`src/rtl/jtframe_hsize_pkg.sv`:
```
// Shared types and helpers for the horizontal scaler configuration controller.
package jtframe_hsize_pkg;

    typedef enum logic [1:0] {
        ST_IDLE,
        ST_HOLD,
        ST_REPEAT
    } step_st_e;

    localparam logic [3:0] SCALE_RST_DEF  = 4'd8;
    localparam logic [4:0] OFFSET_RST_DEF = 5'd0;

    // Width of the active-width status counter for a given total line length.
    function automatic int vw(input int w);
        if (w <= 256) return 8;
        if (w <= 512) return 9;
        return 10;
    endfunction

endpackage

```
`src/rtl/jtframe_hsize_step.sv`:
```
// Step/auto-repeat FSM for one axis with a saturating shadow value.
// Advances on frame ticks; presses are latched at clk rate until the next tick.
module jtframe_hsize_step
    import jtframe_hsize_pkg::*;
#(
    parameter int             W         = 4,
    parameter bit             IS_SIGNED = 1'b0,
    parameter logic [W-1:0]   RST       = '0,
    parameter int             DLY       = 24,
    parameter int             PER       = 4
) (
    input  logic         clk_i,
    input  logic         rst_ni,
    input  logic         tick_i,
    input  logic         up_i,
    input  logic         dn_i,
    output logic [W-1:0] val_d_o
);

    localparam int            CW    = $clog2(DLY + 1);
    localparam logic [CW-1:0] DLY_C = CW'(DLY);
    localparam logic [CW-1:0] PER_C = CW'(PER);
    localparam logic [W-1:0]  VMAX  = IS_SIGNED ? {1'b0, {(W-1){1'b1}}} : {W{1'b1}};
    localparam logic [W-1:0]  VMIN  = IS_SIGNED ? {1'b1, {(W-1){1'b0}}} : {W{1'b0}};

    step_st_e      st_q, st_d;
    logic [CW-1:0] cnt_q, cnt_d;
    logic [W-1:0]  val_q, val_d;
    logic          pup_q, pup_d, pdn_q, pdn_d, dir_q, dir_d;
    logic          step, held, other;

    // dir_q=1 means the held direction is up
    assign held  = dir_q ? up_i : dn_i;
    assign other = dir_q ? dn_i : up_i;

    always_comb begin
        st_d  = st_q;
        cnt_d = cnt_q;
        val_d = val_q;
        pup_d = pup_q;
        pdn_d = pdn_q;
        dir_d = dir_q;
        step  = 1'b0;
        case (st_q)
            ST_IDLE: begin
                if (up_i && dn_i) begin
                    pup_d = 1'b0;
                    pdn_d = 1'b0;
                end else begin
                    pup_d = pup_q | up_i;
                    pdn_d = pdn_q | dn_i;
                end
                if (tick_i) begin
                    if (pup_d ^ pdn_d) begin
                        step  = 1'b1;
                        dir_d = pup_d;
                        st_d  = ST_HOLD;
                        cnt_d = '0;
                    end
                    pup_d = 1'b0;
                    pdn_d = 1'b0;
                end
            end
            ST_HOLD, ST_REPEAT: begin
                if (!held || other) begin
                    st_d  = ST_IDLE;
                    cnt_d = '0;
                end else if (tick_i) begin
                    cnt_d = cnt_q + 1'b1;
                    if (st_q == ST_HOLD && cnt_d == DLY_C) begin
                        step  = 1'b1;
                        st_d  = ST_REPEAT;
                        cnt_d = '0;
                    end else if (st_q == ST_REPEAT && cnt_d == PER_C) begin
                        step  = 1'b1;
                        cnt_d = '0;
                    end
                end
            end
            default: st_d = ST_IDLE;
        endcase
        if (step) begin
            if (dir_d) val_d = (val_q == VMAX) ? val_q : val_q + 1'b1;
            else       val_d = (val_q == VMIN) ? val_q : val_q - 1'b1;
        end
    end

    always_ff @(posedge clk_i) begin
        if (!rst_ni) begin
            st_q  <= ST_IDLE;
            cnt_q <= '0;
            val_q <= RST;
            pup_q <= 1'b0;
            pdn_q <= 1'b0;
            dir_q <= 1'b0;
        end else begin
            st_q  <= st_d;
            cnt_q <= cnt_d;
            val_q <= val_d;
            pup_q <= pup_d;
            pdn_q <= pdn_d;
            dir_q <= dir_d;
        end
    end

    assign val_d_o = val_d;

endmodule

```
`src/rtl/jtframe_hsize_ctrl.sv`:
```
// Horizontal scaler configuration: shadowed user edits committed on VB rise,
// active-width measurement and an HS watchdog that forces bypass on sync loss.
module jtframe_hsize_ctrl
    import jtframe_hsize_pkg::*;
#(
    parameter int         SCREEN_WIDTH = 384,
    parameter logic [3:0] SCALE_RST    = SCALE_RST_DEF,
    parameter logic [4:0] OFFSET_RST   = OFFSET_RST_DEF,
    parameter int         REPEAT_DLY   = 24,
    parameter int         REPEAT_PER   = 4,
    parameter int         HS_TIMEOUT   = 2048
) (
    input  logic                         clk,
    input  logic                         rst_n,
    input  logic                         pxl_cen,
    input  logic                         HS,
    input  logic                         HB,
    input  logic                         VB,
    input  logic                         scale_up,
    input  logic                         scale_dn,
    input  logic                         offset_up,
    input  logic                         offset_dn,
    input  logic                         en_toggle,
    output logic [3:0]                   scale,
    output logic [4:0]                   offset,
    output logic                         enable,
    output logic                         sync_ok,
    output logic [vw(SCREEN_WIDTH)-1:0]  act_width,
    output logic                         commit
);

    localparam int             VW      = vw(SCREEN_WIDTH);
    localparam int             WDW     = $clog2(HS_TIMEOUT + 1);
    localparam logic [VW-1:0]  RUN_MAX = VW'(SCREEN_WIDTH - 1);
    localparam logic [WDW-1:0] WD_MAX  = WDW'(HS_TIMEOUT);

    logic           vb_q, hs_q, hb_q, su_q, sd_q, ou_q, od_q, et_q;
    logic           frame_tick, line_tick, hb_rise, tog;
    logic [3:0]     scale_sh_d, scale_q, scale_d;
    logic [4:0]     off_sh_d, offset_q, offset_d;
    logic           en_sh_q, en_sh_d, enable_q, enable_d, commit_q, commit_d;
    logic [VW-1:0]  run_q, run_d, fmax_q, fmax_d, act_q, act_d;
    logic [WDW-1:0] wd_q, wd_d;
    logic           sync_q, sync_d;

    assign frame_tick = VB & ~vb_q;
    assign line_tick  = pxl_cen & HS & ~hs_q;
    assign hb_rise    = pxl_cen & HB & ~hb_q;
    assign tog        = en_toggle & ~et_q;

    jtframe_hsize_step #(
        .W(4), .IS_SIGNED(1'b0), .RST(SCALE_RST), .DLY(REPEAT_DLY), .PER(REPEAT_PER)
    ) u_scale (
        .clk_i(clk), .rst_ni(rst_n), .tick_i(frame_tick),
        .up_i(su_q), .dn_i(sd_q), .val_d_o(scale_sh_d)
    );

    jtframe_hsize_step #(
        .W(5), .IS_SIGNED(1'b1), .RST(OFFSET_RST), .DLY(REPEAT_DLY), .PER(REPEAT_PER)
    ) u_offset (
        .clk_i(clk), .rst_ni(rst_n), .tick_i(frame_tick),
        .up_i(ou_q), .dn_i(od_q), .val_d_o(off_sh_d)
    );

    always_comb begin
        en_sh_d  = en_sh_q ^ tog;
        scale_d  = scale_q;
        offset_d = offset_q;
        enable_d = enable_q;
        commit_d = frame_tick;
        run_d    = run_q;
        fmax_d   = fmax_q;
        act_d    = act_q;
        wd_d     = wd_q;
        sync_d   = sync_q;
        // Commit takes the step modules' next-state so a same-tick step lands now
        if (frame_tick) begin
            scale_d  = scale_sh_d;
            offset_d = off_sh_d;
            enable_d = en_sh_d;
        end
        if (hb_rise) begin
            if (run_q > fmax_q) fmax_d = run_q;
            run_d = '0;
        end else if (pxl_cen && !HB && run_q != RUN_MAX) begin
            run_d = run_q + 1'b1;
        end
        if (frame_tick) begin
            act_d  = fmax_q;
            fmax_d = '0;
        end
        if (line_tick) begin
            wd_d   = '0;
            sync_d = 1'b1;
        end else if (pxl_cen && wd_q != WD_MAX) begin
            wd_d = wd_q + 1'b1;
            if (wd_d == WD_MAX) sync_d = 1'b0;
        end
    end

    always_ff @(posedge clk) begin
        if (!rst_n) begin
            vb_q     <= 1'b0;
            hs_q     <= 1'b0;
            hb_q     <= 1'b0;
            su_q     <= 1'b0;
            sd_q     <= 1'b0;
            ou_q     <= 1'b0;
            od_q     <= 1'b0;
            et_q     <= 1'b0;
            en_sh_q  <= 1'b0;
            scale_q  <= SCALE_RST;
            offset_q <= OFFSET_RST;
            enable_q <= 1'b0;
            commit_q <= 1'b0;
            run_q    <= '0;
            fmax_q   <= '0;
            act_q    <= '0;
            wd_q     <= '0;
            sync_q   <= 1'b0;
        end else begin
            vb_q     <= VB;
            su_q     <= scale_up;
            sd_q     <= scale_dn;
            ou_q     <= offset_up;
            od_q     <= offset_dn;
            et_q     <= en_toggle;
            if (pxl_cen) begin
                hs_q <= HS;
                hb_q <= HB;
            end
            en_sh_q  <= en_sh_d;
            scale_q  <= scale_d;
            offset_q <= offset_d;
            enable_q <= enable_d;
            commit_q <= commit_d;
            run_q    <= run_d;
            fmax_q   <= fmax_d;
            act_q    <= act_d;
            wd_q     <= wd_d;
            sync_q   <= sync_d;
        end
    end

    assign scale     = scale_q;
    assign offset    = offset_q;
    assign enable    = enable_q & sync_q;
    assign sync_ok   = sync_q;
    assign act_width = act_q;
    assign commit    = commit_q;

endmodule

```
`config.mk`:
```
export PLATFORM = sky130hd
export DESIGN_NAME = jtframe_hsize_ctrl
export DESIGN_NICKNAME = d
export VERILOG_FILES = /design/src/rtl/jtframe_hsize_pkg.sv /design/src/rtl/jtframe_hsize_step.sv /design/src/rtl/jtframe_hsize_ctrl.sv
export SDC_FILE = /design/constraint.sdc
export NUM_CORES = 1
export LEC_CHECK = 0
export CAP_MARGIN = 20
export CORE_ASPECT_RATIO = 1.1
export CORE_UTILIZATION = 65
export CTS_CLUSTER_SIZE = 40
export DETAILED_ROUTE_END_ITERATION = 7
export MAX_ROUTING_LAYER = met4
export PLACE_DENSITY = 0.86
export SLEW_MARGIN = 5
export SYNTH_ARGS = -nofsm -noshare
export SYNTH_HDL_FRONTEND = slang
export SYNTH_HIERARCHICAL = 1
export SYNTH_SLANG_ARGS = --single-unit
```
`constraint.sdc`:
```
create_clock -name clk -period 5.8 [get_ports clk]
set_clock_uncertainty 0.2 [all_clocks]
set_input_delay 1.16 -clock clk [delete_from_list [all_inputs] [get_ports clk]]
set_output_delay 1.16 -clock clk [all_outputs]
set_load 0.03 [all_outputs]
```
==> results.cfg, run 1 <==
[power_and_ir_drop]
irDropWorstVdd_uv = 145
clockPowerShare_pct = 32.6
p_leak_nw = 2.11
p_comb_share_pct = 20.8
total_power_mw = 1.44
intPower_mw = 1.01
switching_share_pct = 30.1
switching_power_mw = 0.435
p_per_area_mw_per_mm2 = 246
p_seq_share_pct = 46.6

[routing]
routed_wl_um = 11200
drt_pre_antenna_iters = 6
vias = 4620
drt_iter0_markers = 292
drc = 0
viasPerCell = 6.14
drtAntennaViolNets = 0
wl_per_cell_um = 14.9

[synthesis]
synth_top_flop_cell = dfxtp_1
synth_area_per_cell_um2 = 8.52
ys_seq_elements = 89
synth_seq_area_share_pct = 33.5
synth.net_count = 663
yosysWarnings = 6
ys_async_sr_fraction_pct = 0
synthCells = 624
synth_cell_type_count = 89
synth-edff-count = 0
synth_area_mm2 = 0.00532

[finish]
n_antenna_cell = 0
stdcell_area_mm2 = 0.00586
drive_gt1_share_pct = 9.32
mostFrequentLayoutCells = dfxtp_1, nand2_1, nor2_1
fin_util_pct = 74.0
nFillCells = 599
final_nets = 679
stdcell_count = 752
area_growth_pct = 10.1
layout_commonest_cell = dfxtp_1

[sta]
setup_viol = 0
finalHoldViolCount = 0
slew_violations = 0
max_freq_ghz = 0.238
setup_tns_ns = 0
worst_pin_slew_ns = 0.999
min_period_over_period_pct = 72.5
rsz0062_at_grt = no
min_period_ns = 4.21
worst_slew_margin_rel_pct = 33.4

[floorplan]
start_util_pct = 67.2
num_io_pins = 32
die_area_mm2 = 0.00855
design.core.area_mm2 = 0.00791
rows = 34
die_h_um = 96.9
fp.dieW_um = 88.3

[clock_network]
h-tree-depth = 3
cts_resized = 0
cts-root-buf = clkbuf_8
numCtsBuffers = 9
cts_tree = built
clock_tree.buffer_depth = 2
clk_pin_slew_ns = 0.09
clk_latency_ns = 0.35
post-cts-setup-buffers = 0
ctsHoldBuffers = 0
cts.sinks = 89

[setup_path]
cp_slowest_cell = a21oi_1
cp_num_buf_inv = 3
crit_chain = clkdlybuf4s50_1 -> nand2b_1 -> buf_4 -> inv_1 -> nand2_1 -> o21ai_1 -> a21oi_1 -> mux2i_1 -> mux2i_1 -> a31oi_1 -> nand2_1 -> a21boi_0
end_kind = register
slowest_delay_ns = 0.80
cp.required_ns = 5.89
critPathKind = input port to register
critPathLaunchType = input port
arrival_ns = 4.29
crit_family = compound AO/OA/AOI/OAI gates
crit_path_max_fanout = 38

[placed_design]
place_congestion = 0.875
place_inst = 737
numPortBuffers = 31
place_area_mm2 = 0.00564
dp_hpwl_um = 7920

[grt]
grt_pass1_wl_um = 18700
antenna_found_initial = 0
grt_pass1_vias = 4291
grt_max_degree = 39
grtUsageTotal_pct = 27.9
grt_overflow = 0

[outcome]
status = completed

[run]
cap_violations = 0

[worst_hold_path]
hold_class = register to register
==> registers in the layout (all words and copies together) (netlist names), 5 cells and up <==
name,cells
u_offset/cnt_q,5
u_scale/cnt_q,5
wd_q,12
act_width,9
offset,5
fmax_q,9
run_q,9
u_offset/val_q,5
==> stage by stage <==
step           hold WS, ns  setup WS (ns)
2_1_floorplan        0.253           2.54
3_3_place_gp         0.257           1.49
3_5_place_dp         0.257           1.32
4_1_cts              0.270           1.69
5_1_grt              0.296           1.45
6_report             0.268           1.59
==> path summary, 6_finish.rpt <==
path / startpoint / cells past startpoint / endpoint / slack, ns
worst min-delay path: act_width[2]$_SDFFE_PN0P_ / 2 / act_width[2]$_SDFFE_PN0P_ / 0.27
worst max-delay path: VB / 12 / offset[2]$_SDFFE_PN0P_ / 1.59
worst max register to register: vb_q$_SDFF_PN0_ / 11 / offset[2]$_SDFFE_PN0P_ / 2.49
worst min register to register: act_width[2]$_SDFFE_PN0P_ / 2 / act_width[2]$_SDFFE_PN0P_ / 0.27
==> cells in the mapped netlist, types with 9 or more instances <==
| cell | n | area share [%] |
|---|---|---|
| xor2_1 | 9 | 1.5 |
| nand2b_1 | 9 | 1.1 |
| mux2i_1 | 14 | 2.6 |
| o31ai_1 | 11 | 1.6 |
| nand2_1 | 77 | 5.4 |
| ha_1 | 28 | 6.6 |
| a21oi_1 | 24 | 2.3 |
| nor2_1 | 38 | 2.7 |
| o21ai_0 | 24 | 2.3 |
| nor3_1 | 13 | 1.2 |
| a21boi_0 | 19 | 2.7 |
| nand3_1 | 34 | 3.2 |
| xnor2_1 | 16 | 2.6 |
| dfxtp_1 | 89 | 33 |
| clkbuf_1 | 19 | 1.3 |
| and2_1 | 10 | 1.2 |
| inv_1 | 32 | 2.3 |
==> metal layers <==
layer	part of all wire [%]	track usage, %	vias up
met5	0	-	-
met4	2.1	10.4	0
met3	3.9	5.80	25
met2	49	44.6	133
met1	45	34.2	2189
li1	-	-	2273
==> kinds of logic (layout without fill, tap and decap cells) <==
| family | count (synthesis) | in the layout | share of synthesized area, % |
|---|---|---|---|
| AND/OR/NAND/NOR | 247 | 247 | 25.1 |
| AO/OA/AOI/OAI | 150 | 150 | 21.1 |
| flip-flops | 89 | 89 | 33.5 |
| buffers and inverters | 64 | 84 | 5.25 |
| adder cells (fa/ha/maj) | 28 | 28 | 6.59 |
| XOR/XNOR | 26 | 26 | 4.42 |
| multiplexers | 20 | 20 | 4.09 |
==> worst reg2reg max path, stage by stage, from the launching register on <==
cell and delay [ns]:
dfxtp_1 0.31, nand2b_1 0.09, buf_4 0.34, inv_1 0.41
nand2_1 0.17, o21ai_1 0.07, a21oi_1 0.80, mux2i_1 0.29
mux2i_1 0.13, a31oi_1 0.22, nand2_1 0.07, a21boi_0 0.16
==> cell type report <==
class | count | area, um2 | share of cell area [%]
timing repair buffer | 36 | 343 | 5.85
multi-input combinational | 471 | 3260 | 55.6
inverter | 33 | 124 | 2.11
tap | 108 | 135 | 2.31
clock inverter | 6 | 91.3 | 1.56
sequential | 89 | 1780 | 30.4
clock buffer | 9 | 124 | 2.11
==> power by group through the flow <==
stage	clock, mW	sequential [mW]	combinational [mW]
3_3_place_gp	0	0.683	0.283
2_1_floorplan	0	0.682	0.229
5_1_grt	0.511	0.677	0.329
3_5_place_dp	0	0.685	0.293
6_report	0.470	0.672	0.300
4_1_cts	0.482	0.671	0.296
(Power assumes the default switching activity.)
==> run 2, diff against run 1 <==
CORE_UTILIZATION = 60   (was 65)
PLACE_DENSITY = 0.8   (was 0.86)
clock period = 4.3 ns   (was 5.8 ns; I/O delays follow)
==> run 2 against run 1 <==
Compared with the run above: via count fell by 3.7%; die area rose by 8.1%; final area fell by 0.38%; hold slack improved by 0.0026 ns; total power rose by 27%; wire length fell by 3.4%; combinational power rose by 33%; clock power rose by 13%; worst setup slack got worse by 0.64 ns; critical path depth fell by 1; sequential cell count did not move; critical path type unchanged.
==> results.cfg, run 2 (synthesis results as in run 1) <==
[outcome]
status = completed

[routing]
vias = 4449
drtAntennaViolNets = 0
drc = 0
routed_wl_um = 10800
drt_iter0_markers = 214
drt_pre_antenna_iters = 6
viasPerCell = 5.88
wl_per_cell_um = 14.3

[run]
cap_violations = 0

[placed_design]
numPortBuffers = 31
place_area_mm2 = 0.00565
dp_hpwl_um = 7520
place_congestion = 0.898

[setup_path]
end_kind = register
crit_path_max_fanout = 19
arrival_ns = 3.41
rr_worst_depth = 10
cp.required_ns = 4.36
ff2ff_setup_slack_ns = 1.52
critPathLaunchType = input port
critPathKind = input port to register

[finish]
regArea_mm2 = 0.00178
nFillCells = 704
top_register = wd_q
drive_gt1_share_pct = 9.44
mostFrequentLayoutCells = dfxtp_1, nand2_1, nor2_1
stdcell_area_mm2 = 0.00583
multi_input_area_mm2 = 0.00326
final_nets = 680
layout_commonest_cell = dfxtp_1
n_antenna_cell = 0
largest_reg_flops = 12
area_growth_pct = 9.69

[power_and_ir_drop]
p_leak_nw = 2.09
irDropWorstVdd_uv = 195
p_per_area_mw_per_mm2 = 315

[sta]
min_period_over_period_pct = 77.9
min_period_ns = 3.35
setup_tns_ns = 0
setup_viol = 0
finalHoldViolCount = 0
max_freq_ghz = 0.299
worst_pin_slew_ns = 1.03
slew_violations = 0
worst_slew_margin_rel_pct = 31.1
rsz0062_at_grt = no

[clock_network]
clk_pin_slew_ns = 0.09
numCtsBuffers = 9
h-tree-depth = 3
cts.sinks = 89
clock_tree.buffer_depth = 2
cts-root-buf = clkbuf_8
clk_latency_ns = 0.37
post-cts-setup-buffers = 0
cts_resized = 0
cts_tree = built
ctsHoldBuffers = 0

[floorplan]
num_io_pins = 32
design.core.area_mm2 = 0.00850
die_area_mm2 = 0.00925
start_util_pct = 62.6
fp.dieW_um = 91.8
rows = 35
die_h_um = 101

[grt]
grt_pass1_wl_um = 19100
grt_overflow = 0
grt_max_degree = 73
grt_pass1_vias = 4280
antenna_found_initial = 0
grtUsageTotal_pct = 25.8

[worst_hold_path]
hold_depth = 2
hold_class = register to register
[run 2: changes by cell type in the layout (fill, tap and decap cells not counted)]
cell / before / now
buf_4: 5 / 6
clkbuf_8: 9 / 10
clkinvlp_4: 0 / 3
bufinv_16: 2 / 0
clkbuf_1: 0 / 1
inv_6: 2 / 1
clkinv_2: 1 / 0
[run 2: worst paths after layout]
path | from | end
min reg2reg | act_width[3]$_SDFFE_PN0P_ | act_width[3]$_SDFFE_PN0P_
max | VB | offset[1]$_SDFFE_PN0P_
min | act_width[3]$_SDFFE_PN0P_ | act_width[3]$_SDFFE_PN0P_
max reg2reg | u_offset/st_q[0]$_SDFFE_PN0P_ | offset[1]$_SDFFE_PN0P_
[run 2: per-layer routing]
metal	track usage [%]	wire length, um	vias up
li1	-	-	2273
met1	31.4	5060	2087
met2	44.4	5270	75
met3	3.70	307	14
met4	8.29	164	0
met5	-	0	-
[run 2: critical path, stage by stage]
cell and delay (ns):
clkdlybuf4s50_1 0.49, nand2b_1 0.08, inv_1 0.11, buf_4 0.24, a31oi_1 0.11, a21oi_1 0.75
mux2i_1 0.32, o21ai_2 0.12, a22o_1 0.21, nand2_1 0.05, a21boi_0 0.07
[run 2: layout make-up]
| type | instances | share of cell area (%) |
|---|---|---|
| inverters | 33 | 2.12 |
| clock buffers | 11 | 2.42 |
| well taps | 111 | 2.38 |
| multi-input cells | 471 | 55.8 |
| repair buffers | 37 | 6.00 |
| flip-flops and latches | 89 | 30.5 |
| clock inverters | 5 | 0.686 |
[run 2: metrics by stage]
step,instances,utilization [%],power [mW],hold WS (ns),worst slack (ns)
after floorplan,624,-,1.23,0.253,1.34
after global placement,741,66.5,1.31,0.256,0.746
after detailed placement,741,66.5,1.32,0.260,0.600
after CTS,757,68.7,1.85,0.273,0.982
after global routing,757,68.7,1.94,0.289,0.653
final,757,68.7,1.84,0.270,0.952
[run 2: where the power goes]
part	switching (mW)	internal [mW]	total (mW)
Sequential	0.0463	0.861	0.907
Clock	0.302	0.229	0.531
Combinational	0.226	0.172	0.398
Total	0.575	1.26	1.84
==> run 3, diff against run 2 <==
CORE_UTILIZATION = 54   (was 60)
PLACE_DENSITY = 0.76   (was 0.8)
clock period = 2.75 ns   (was 4.3 ns; I/O delays follow)
==> run 3 against run 2 <==
Compared with the run above: die area grew 11%; utilization shrank 4.2 points; wire length grew 2.8%; critical path type is now register to register; sequential power grew 57%; combinational power grew 72%; hold slack lost 0.0057 ns; register-to-register slack lost 1.3 ns; highest routed layer unchanged; first-iteration DRC count shrank 19%; critical path depth shrank 1; via count grew 2.8%; worst setup slack lost 0.73 ns; clock power grew 88%; largest power group unchanged.
==> results.cfg, run 3 (synthesis results as in run 1) <==
[floorplan]
die_area_mm2 = 0.0103
num_io_pins = 32
rows = 37
fp.dieW_um = 96.6
start_util_pct = 56.3
design.core.area_mm2 = 0.00944
die_h_um = 106

[setup_path]
end_kind = register
rr_worst_depth = 10
cp.required_ns = 2.84
r2r_start = u_offset/cnt_q[0]$_SDFFE_PN0P_
critPathKind = register to register
arrival_ns = 2.62
ff2ff_setup_slack_ns = 0.22
critPathLaunchType = register
rr_endpoint = offset[0]$_SDFFE_PN0P_
cp-startpoint = u_offset/cnt_q[0]$_SDFFE_PN0P_
crit_path_max_fanout = 7

[power_and_ir_drop]
switching_power_mw = 0.897
p_comb_share_pct = 22.1
p_leak_nw = 2.24
switching_share_pct = 29.0
intPower_mw = 2.20
p_per_area_mw_per_mm2 = 508
total_power_mw = 3.10
p_seq_share_pct = 45.7
clockPowerShare_pct = 32.2
irDropWorstVdd_uv = 273

[routing]
wl_per_cell_um = 14.1
drc = 0
viasPerCell = 5.80
drtAntennaViolNets = 0
vias = 4575
routed_wl_um = 11100
drt_pre_antenna_iters = 4
drt_iter0_markers = 173

[worst_hold_path]
hold_class = register to register
hold_end = offset[3]$_SDFFE_PN0P_
hold_depth = 2
min-delay-start = offset[3]$_SDFFE_PN0P_

[sta]
rsz0062_at_grt = no
setup_tns_ns = 0
slew_violations = 0
worst_slew_margin_rel_pct = 56.6
min_period_ns = 2.53
min_period_over_period_pct = 92.1
finalHoldViolCount = 0
setup_viol = 0
worst_pin_slew_ns = 0.647
max_freq_ghz = 0.395
setup_ws_ns = 0.217

[clock_network]
clock_tree.buffer_depth = 2
h-tree-depth = 3
numCtsBuffers = 9
cts.sinks = 89
clk_latency_ns = 0.37
cts-root-buf = clkbuf_8
clk_pin_slew_ns = 0.09
post-cts-setup-buffers = 0
cts_tree = built

[finish]
nFillCells = 825
n_antenna_cell = 0
largest_reg_flops = 12
layout_commonest_cell = dfxtp_1
area_growth_pct = 14.5
final_nets = 706
mostFrequentLayoutCells = dfxtp_1, nand2_1, nor2_1
stdcell_area_mm2 = 0.00609
top_register = wd_q
drive_gt1_share_pct = 12.9
stdcell_count = 789

[outcome]
status = completed

[grt]
antenna_found_initial = 0
grt_overflow = 0
grt_pass1_vias = 4436
grt_pass1_wl_um = 19200
grt_max_degree = 73
grtUsageTotal_pct = 23.0

[placed_design]
place_congestion = 0.873
post-place-ws_ns = -0.0818
place_area_mm2 = 0.00587
place_inst = 773
dp_hpwl_um = 7990
numPortBuffers = 31

[run]
cap_violations = 0
[run 3: changes by cell type in the layout (fill, tap and decap cells not counted)]
cell        previous run  this run
buf_4                  6        31
bufinv_16              0         2
clkinvlp_4             3         1
buf_12                 0         1
clkbuf_1               1         2
ha_1                  28        27
ha_2                   0         1
inv_6                  1         0
[run 3: repair_timing]
action | 4_1_cts | 5_1_grt
hold buffers | 0 | 0
setup endpoints to repair | 0 | 1
resized for setup | 0 | 1
hold endpoints to repair | 0 | 0
[run 3: power groups by stage]
| stage | clock [mW] | sequential (mW) | combinational (mW) |
|---|---|---|---|
| 2_1_floorplan | 0 | 1.44 | 0.482 |
| 5_1_grt | 1.07 | 1.42 | 0.759 |
| 4_1_cts | 1.03 | 1.41 | 0.682 |
| 3_5_place_dp | 0 | 1.44 | 0.677 |
| 3_3_place_gp | 0 | 1.44 | 0.658 |
| 6_report | 0.998 | 1.42 | 0.683 |
[run 3: worst max path at each step]
stage | slack (ns) | to | depth (start not counted)
6_report | 0.22 | offset[0]$_SDFFE_PN0P_ | 10
5_1_grt | 0.03 | offset[1]$_SDFFE_PN0P_ | 10
4_1_cts | 0.17 | scale[2]$_SDFFE_PN0P_ | 9
3_5_place_dp | -0.08 | scale[0]$_SDFFE_PN0P_ | 11
3_3_place_gp | 0.01 | u_scale/val_q[0]$_SDFF_PN0_ | 10
2_1_floorplan | 0.10 | offset[4]$_SDFFE_PN0P_ | 11
[run 3: critical path, cell delays in order (launching register included)]
cell	delay (ns)
dfxtp_1	0.41
ha_1	0.31
o21ai_0	0.11
a31oi_1	0.33
nor4_4	0.11
o21a_2	0.24
buf_4	0.15
o21ai_2	0.24
xnor2_1	0.15
nand2_1	0.06
a21boi_0	0.14
[run 3: cell type report]
class / instances / area, um2 / area share (%)
sequential: 89 / 1780 / 29.2
tap: 117 / 146 / 2.40
multi-input combinational: 471 / 3260 / 53.5
inverter: 33 / 124 / 2.03
clock buffer: 12 / 145 / 2.38
timing repair buffer: 63 / 558 / 9.16
clock inverter: 4 / 76.3 / 1.25
[run 3: metal layers]
layer,vias up,part of all wire [%],track usage [%]
met1,2173,45,26.2
li1,2318,-,-
met2,72,50,40.2
met3,12,3.2,4.80
met4,0,1.2,7.89
met5,-,0,-
[run 3: stage by stage]
step / hold slack, ns / utilization, %
after floorplan: 0.253 / -
after global placement: 0.253 / 62.1
after detailed placement: 0.257 / 62.1
after CTS: 0.270 / 64.5
after global routing: 0.293 / 64.5
final: 0.265 / 64.5
